File: src/rtl/fir_coeff_sched_if.sv
// Coefficient beat stream into fir_coeff_sched: plain valid/ready, one beat per accepted cycle.
// The master side supplies beats; the scheduler is the slave and owns coeffReady.
interface fir_coeff_sched_if #(
  parameter int COEFF_W = 16
);
  logic               coeffValid;
  logic [COEFF_W-1:0] coeffData;
  logic               coeffReady;

  modport master (output coeffValid, output coeffData, input  coeffReady);
  modport slave  (input  coeffValid, input  coeffData, output coeffReady);
endinterface

File: src/rtl/fir_coeff_sched.sv
// Coefficient loader and per-sample read sequencer for the 4-bank coefficient RAM of the transposed FIR.
// Optional feature: define FIR_COEFF_CHECKSUM_EN to add the oChecksum running-sum port.
module fir_coeff_sched #(
  parameter int NUM_TAPS   = 33,
  parameter int BANK_DEPTH = 10,
  parameter int COEFF_W    = 16,
  parameter int READ_CYC   = 10
) (
  input  logic               iClk_12M,
  input  logic               iRst,
  input  logic               iEnSample_300k,
  input  logic               iUpdateReq,
  fir_coeff_sched_if.slave   coeff,
  output logic               oCoeffiUpdateFlag,
  output logic               oCsnRam,
  output logic               oWrnRam,
  output logic [3:0]         oAddrRam,
  output logic [COEFF_W-1:0] oWrDtRam,
  output logic [5:0]         oNumOfCoeff,
  output logic               oLoaded,
  output logic               oDone,
  output logic               oOverrun
`ifdef FIR_COEFF_CHECKSUM_EN
  ,
  output logic [COEFF_W+5:0] oChecksum
`endif
);

  localparam logic [5:0] LAST_BEAT = 6'(NUM_TAPS - 1);
  localparam logic [5:0] BURST_TAG = 6'(NUM_TAPS + READ_CYC - 1);
  localparam logic [3:0] LAST_WORD = 4'(BANK_DEPTH);
  localparam logic [3:0] LAST_READ = 4'(READ_CYC);

  typedef enum logic [1:0] {
    IDLE = 2'd0,
    LOAD = 2'd1,
    RUN  = 2'd2
  } stateT;

  stateT              state, stateNxt;
  logic [5:0]         beatCnt, beatNxt;
  logic [3:0]         wordCnt, wordNxt;   // bank address the next accepted beat lands on
  logic [3:0]         burstCnt, burstNxt; // address shown this cycle; 0 means no burst
  logic               pending, pendingNxt;
  logic               finalWr, finalWrNxt;
  logic               readyNxt, flagNxt, csnNxt, wrnNxt, loadedNxt, doneNxt, overrunNxt;
  logic [3:0]         addrNxt;
  logic [COEFF_W-1:0] dataNxt;
  logic [5:0]         numNxt;
  logic               accept, burstOn, burstLast, enterLoad;
`ifdef FIR_COEFF_CHECKSUM_EN
  logic [COEFF_W+5:0] sumNxt;
`endif

  assign accept    = coeff.coeffValid & coeff.coeffReady;
  assign burstOn   = (burstCnt != 4'd0);
  assign burstLast = (burstCnt == LAST_READ);

  // NOTE: every variable gets a default before the case so no path leaves it unassigned (no latches).
  always_comb begin
    stateNxt   = state;
    beatNxt    = beatCnt;
    wordNxt    = wordCnt;
    burstNxt   = burstCnt;
    pendingNxt = pending;
    finalWrNxt = 1'b0;
    readyNxt   = 1'b0;
    flagNxt    = 1'b0;
    csnNxt     = 1'b1;
    wrnNxt     = 1'b1;
    addrNxt    = oAddrRam;
    dataNxt    = oWrDtRam;
    numNxt     = oNumOfCoeff;
    loadedNxt  = oLoaded;
    doneNxt    = 1'b0;
    overrunNxt = 1'b0;
    enterLoad  = 1'b0;
`ifdef FIR_COEFF_CHECKSUM_EN
    sumNxt     = oChecksum;
`endif

    case (state)
      IDLE: begin
        enterLoad = iUpdateReq;
      end

      LOAD: begin
        pendingNxt = 1'b0;
        if (finalWr) begin
          stateNxt  = RUN;
          doneNxt   = 1'b1;
          loadedNxt = 1'b1;
        end else begin
          flagNxt  = 1'b1;
          readyNxt = 1'b1;
          if (accept) begin
            csnNxt  = 1'b0;
            wrnNxt  = 1'b0;
            addrNxt = wordCnt;
            dataNxt = coeff.coeffData;
            numNxt  = beatCnt;
            wordNxt = (wordCnt == LAST_WORD) ? 4'd1 : wordCnt + 4'd1;
`ifdef FIR_COEFF_CHECKSUM_EN
            sumNxt  = oChecksum + {{6{coeff.coeffData[COEFF_W-1]}}, coeff.coeffData};
`endif
            if (beatCnt == LAST_BEAT) begin
              readyNxt   = 1'b0;
              finalWrNxt = 1'b1;
            end else begin
              beatNxt = beatCnt + 6'd1;
            end
          end
        end
      end

      RUN: begin
        if (burstOn) begin
          overrunNxt = iEnSample_300k;
          if (burstLast) begin
            burstNxt = 4'd0;
            addrNxt  = 4'd0;
          end else begin
            burstNxt = burstCnt + 4'd1;
            csnNxt   = 1'b0;
            addrNxt  = burstCnt + 4'd1;
            numNxt   = BURST_TAG;
          end
        end
        // A reload waits for the burst in flight so one sample never sees two coefficient sets.
        if ((iUpdateReq || pending) && (!burstOn || burstLast)) begin
          enterLoad = 1'b1;
        end else if (iUpdateReq) begin
          pendingNxt = 1'b1;
        end else if (!burstOn && iEnSample_300k) begin
          burstNxt = 4'd1;
          csnNxt   = 1'b0;
          addrNxt  = 4'd1;
          numNxt   = BURST_TAG;
        end
      end

      default: begin
        stateNxt = IDLE;
      end
    endcase

    if (enterLoad) begin
      stateNxt   = LOAD;
      flagNxt    = 1'b1;
      readyNxt   = 1'b1;
      loadedNxt  = 1'b0;
      beatNxt    = 6'd0;
      wordNxt    = 4'd1;
      pendingNxt = 1'b0;
`ifdef FIR_COEFF_CHECKSUM_EN
      sumNxt     = '0;
`endif
    end
  end

  // NOTE: sequential state uses non-blocking assignments so all registers update together on the edge.
  always_ff @(posedge iClk_12M or posedge iRst) begin
    if (iRst) begin
      state             <= IDLE;
      beatCnt           <= 6'd0;
      wordCnt           <= 4'd1;
      burstCnt          <= 4'd0;
      pending           <= 1'b0;
      finalWr           <= 1'b0;
      coeff.coeffReady  <= 1'b0;
      oCoeffiUpdateFlag <= 1'b0;
      oCsnRam           <= 1'b1;
      oWrnRam           <= 1'b1;
      oAddrRam          <= 4'd0;
      oWrDtRam          <= '0;
      oNumOfCoeff       <= 6'd0;
      oLoaded           <= 1'b0;
      oDone             <= 1'b0;
      oOverrun          <= 1'b0;
`ifdef FIR_COEFF_CHECKSUM_EN
      oChecksum         <= '0;
`endif
    end else begin
      state             <= stateNxt;
      beatCnt           <= beatNxt;
      wordCnt           <= wordNxt;
      burstCnt          <= burstNxt;
      pending           <= pendingNxt;
      finalWr           <= finalWrNxt;
      coeff.coeffReady  <= readyNxt;
      oCoeffiUpdateFlag <= flagNxt;
      oCsnRam           <= csnNxt;
      oWrnRam           <= wrnNxt;
      oAddrRam          <= addrNxt;
      oWrDtRam          <= dataNxt;
      oNumOfCoeff       <= numNxt;
      oLoaded           <= loadedNxt;
      oDone             <= doneNxt;
      oOverrun          <= overrunNxt;
`ifdef FIR_COEFF_CHECKSUM_EN
      oChecksum         <= sumNxt;
`endif
    end
  end

endmodule
File: src/flat_wrapper.sv
// flat-port wrapper written by rule: the top's interface ports become plain ports
module fir_coeff_sched_flat 
#(
  parameter int NUM_TAPS   = 33,
  parameter int BANK_DEPTH = 10,
  parameter int COEFF_W    = 16,
  parameter int READ_CYC   = 10
)
  (iClk_12M, iRst, iEnSample_300k, iUpdateReq, oCoeffiUpdateFlag, oCsnRam, oWrnRam, oAddrRam, oWrDtRam, oNumOfCoeff, oLoaded, oDone, oOverrun, coeff_coeffValid, coeff_coeffData, coeff_coeffReady);
  fir_coeff_sched_if #(.COEFF_W(COEFF_W)) coeff_i ();
  input  logic iClk_12M;
  input  logic iRst;
  input  logic iEnSample_300k;
  input  logic iUpdateReq;
  output logic oCoeffiUpdateFlag;
  output logic oCsnRam;
  output logic oWrnRam;
  output logic [3:0] oAddrRam;
  output logic [COEFF_W-1:0] oWrDtRam;
  output logic [5:0] oNumOfCoeff;
  output logic oLoaded;
  output logic oDone;
  output logic oOverrun;
  input wire logic [$bits(coeff_i.coeffValid)-1:0] coeff_coeffValid;
  input wire logic [$bits(coeff_i.coeffData)-1:0] coeff_coeffData;
  output wire logic [$bits(coeff_i.coeffReady)-1:0] coeff_coeffReady;
  assign coeff_i.coeffValid = coeff_coeffValid;
  assign coeff_i.coeffData = coeff_coeffData;
  assign coeff_coeffReady = coeff_i.coeffReady;
  fir_coeff_sched #(.NUM_TAPS(NUM_TAPS), .BANK_DEPTH(BANK_DEPTH), .COEFF_W(COEFF_W), .READ_CYC(READ_CYC)) u_core (.iClk_12M(iClk_12M), .iRst(iRst), .iEnSample_300k(iEnSample_300k), .iUpdateReq(iUpdateReq), .coeff(coeff_i), .oCoeffiUpdateFlag(oCoeffiUpdateFlag), .oCsnRam(oCsnRam), .oWrnRam(oWrnRam), .oAddrRam(oAddrRam), .oWrDtRam(oWrDtRam), .oNumOfCoeff(oNumOfCoeff), .oLoaded(oLoaded), .oDone(oDone), .oOverrun(oOverrun));
endmodule
File: config.mk
export PLATFORM = sky130hd
export DESIGN_NAME = fir_coeff_sched_flat
export DESIGN_NICKNAME = d
export VERILOG_FILES = /design/src/rtl/fir_coeff_sched_if.sv /design/src/rtl/fir_coeff_sched.sv /design/src/flat_wrapper.sv
export SDC_FILE = /design/constraint.sdc
export NUM_CORES = 1
export LEC_CHECK = 0
export ABC_CLOCK_PERIOD_IN_PS = 4750
export CAP_MARGIN = 20
export CORE_UTILIZATION = 25
export DETAILED_ROUTE_END_ITERATION = 10
export PLACE_DENSITY = 0.51
export SYNTH_ARGS = -nofsm -noshare
export SYNTH_HDL_FRONTEND = slang
export SYNTH_SLANG_ARGS = --single-unit
File: constraint.sdc
create_clock -name iClk_12M -period 4.75 [get_ports iClk_12M]
set_input_delay 1.425 -clock iClk_12M [delete_from_list [all_inputs] [get_ports iClk_12M]]
set_output_delay 1.425 -clock iClk_12M [all_outputs]
set_load 0.01 [all_outputs]
==> impl_results.md <==
- Vias/cell: 4.50
- Setup TNS: 0 ps
- Syn Inst Count: between 200 and 250
- Dominant synthesized flop cell: dfrtp_1
- CTS tree: yes
- Initial antenna violation count: 0
- Async set or reset register ratio after synthesis: 1.00
- Dpl hpwl: approximately 3800 um
- GRT Util Overall: 0.113
- Synth Area in Adders: 0.0356
- Final max-slew violation count: 0
- Core ar.: about 0.0094 sq mm
- Vias in the first global route: 1789
- Status: complete, no violations
- Final Hold Fails: 0
- Post_cts resized: 0
- HP Class: register to register
- Synth Area per Inst: 11.3 sq um
- Final hold slack: between 500 and 600 ps
- H-Tree Depth: 2
- Endpoints failing setup: 0
- Least-Margin Pin Slew: ~700 ps
- Ys Warns: 0
- Global-route wire length before repair: just under 9000 um
- Grt ovf: 0
- Final worst-path cycle share: 0.621
- Rel. slew slack: 0.543
- Row cnt: 35
- # clock sinks: 51
- M3 GR Usage: 0.0262
- Die Wd: between 100 and 150 um
- Worst setup EP type: register
- Grt met2 use: 0.173
- Seq/Total Area, Yosys: 0.520
- Fin crit period: approximately 2900 ps
- Syn_nets: around 250
- DR iter-0 viols: 53
- Clock transition at the registers of the reported paths: ~90 ps
- DRC viols: 0
- Max rail drop VDD: approximately 0.00013 V
- FILL cells: around 970
- Power per cell area: around 530 mW/mm^2
- Final net count: just under 300
- Core Util, Final: 0.341
- Crit-path max FO: 9
- Fmax: 0.339 GHz
- Placed cell count: between 300 and 400
- Yosys reg bits: 51
- Num ports: 54
- TritonCTS buffer count: 5
- Synthesis-to-layout area growth: 29.9%
- Leakage: ~1.3 nW
- Most Crowded Layer GR: met2
- Postcts setup bufs: 0
- Yosys cell types: 50
- Crit path arrival time: between 3000 and 4000 ps
- Setup CP Type: primary input to register
- Post-synth EDFFs: 0
- CP required: ~5000 ps
- Clock Latency Late Sink: around 310 ps
- RSZ-0062 raised after global routing: no
- Final Non-Filler Cells: 400
- Largest family of logic cells by synthesized area: simple AND/OR/NAND/NOR gates
- WL final: approximately 5300 um
- Clk_skew: between 10 and 15 ps
- CTS Buffer Depth: 2
- DIE HEIGHT: slightly above 100 um
- RePlAce Congestion: 0.775
- Die area: ~0.010 sq mm
- Fraction of layout cells with a size suffix above 1: 0.151
- Total number of vias: between 1.5k and 2k
- CP Launch Type: primary input
- # port buffers: 53
- Antenna cells: 0
- Grt met1 use: 0.156
- Simple-gate portion of the synthesized area: 0.163
- WL/cell: about 13 um
- Largest net degree at the start of global routing: 33
- Mux contribution to synthesized area: 0.0773
- First-pass iteration count of the detailed router: 4
- Hold Buf Count CTS: 0
- Maxcap violations: 0
- Initial Utilization: 0.262
- Clk root buf: clkbuf_8
- Compound-Gate Fraction of Synth Area: 0.138
- Xor/xnor cell area share of the yosys netlist: 0.0214
- Mapped Area: 0.00246 sq mm
- Post-route ant nets: 0
## state kept, by name (all words and copies together) (netlist names)
register                  cells
u_core.beatCnt                6
u_core.burstCnt               4
u_core.coeff.coeffReady       1
u_core.finalWr                1
u_core.oAddrRam               4
u_core.oCoeffiUpdateFlag      1
u_core.oCsnRam                1
u_core.oDone                  1
u_core.oLoaded                1
u_core.oNumOfCoeff            6
u_core.oOverrun               1
u_core.oWrDtRam              16
u_core.oWrnRam                1
u_core.pending                1
u_core.state                  2
u_core.wordCnt                4
## stage by stage
stage                     cell area [sq um]  setup WS (ps)  power [mW]
after detailed placement               3100           1480        1.44
after CTS                              3190           1800        1.71
after global placement                 3100           1530        1.43
after floorplan                        2460           2100        1.10
after global routing                   3190           1680        1.81
final                                  3190           1800        1.68
## power breakdown
group | internal (mW) | switching [mW] | leakage, nW
Combinational | 0.406 | 0.317 | 0.640
Sequential | 0.589 | 0.103 | 0.630
Clock | 0.119 | 0.148 | 0.0474
Total | 1.11 | 0.568 | 1.32
## area by class of cell
type	count	area [sq um]	share of cell area
flip-flops and latches	51	1280	0.401
inverters	12	45.0	0.0141
clock buffers	6	82.6	0.0259
repair buffers	54	538	0.168
multi-input cells	146	1070	0.335
well taps	129	161	0.0505
clock inverters	2	16.3	0.00509
## path summary, 6_finish.rpt
kind                                       startpoint                     to  slack, ps  cells after the start
min in group asynchronous                        iRst     u_core.oWrDtRam[0]       1530                      2
max in group asynchronous                        iRst         u_core.oCsnRam       2430                      3
worst max-delay path                 coeff_coeffValid  u_core.oNumOfCoeff[2]       1800                      6
worst min-delay path            u_core.oNumOfCoeff[5]  u_core.oNumOfCoeff[5]        500                      1
worst min register to register  u_core.oNumOfCoeff[5]  u_core.oNumOfCoeff[5]        500                      1
worst max register to register        u_core.state[0]      u_core.beatCnt[0]       2330                      6
## cells in the mapped netlist (all sizes together) (3+ instances only)
master / instances / share of area
nand4: 5 / 0.013
dfstp: 3 / 0.032
a22o: 6 / 0.021
nor3: 3 / 0.0061
xnor2: 4 / 0.014
mux2: 16 / 0.073
nand3: 8 / 0.018
nor2b: 3 / 0.0076
or2: 5 / 0.013
nand2: 13 / 0.020
dfrtp: 48 / 0.49
inv: 12 / 0.018
o21ai: 15 / 0.032
and2: 3 / 0.0076
nor2: 17 / 0.033
buf: 7 / 0.023
a21oi: 7 / 0.016
ha: 7 / 0.036
nor3b: 3 / 0.0092
o32ai: 3 / 0.011
## cell usage in the layout (no fill, tap or decap), drive strengths merged, types with 3 or more instances in the layout
cell type / count
a21oi: 7
a22o: 6
and2: 3
clkbuf: 6
clkdlybuf4s50: 53
dfrtp: 48
dfstp: 3
ha: 7
inv: 12
mux2: 16
nand2: 13
nand3: 8
nand4: 5
nor2: 17
nor2b: 3
nor3: 3
nor3b: 3
o21ai: 15
o32ai: 3
or2: 5
xnor2: 4
## kinds of logic (layout without fill, tap and decap cells)
family                     after synthesis  after routing
adders and majority gates                7              7
AOI/OAI and AO/OA                       47             47
muxes                                   17             17
buffers and inverters                   21             74
and+or+nand+nor                         69             69
DFF                                     51             51
xor gates and xnor gates                 6              6
## routing by layer
metal  vias up  share of wire
met5         -              0
met4         0          0.016
met3         7          0.040
met2        41           0.44
met1       874           0.50
li1        876              -
## worst max-delay path: stages
cell and delay [ps]:
clkdlybuf4s50_1 590, nand3b_1 130, a21boi_2 400, o21a_1 300, inv_1 110, a22o_1 190
No activity file was read; power rests on OpenSTA's default activity.
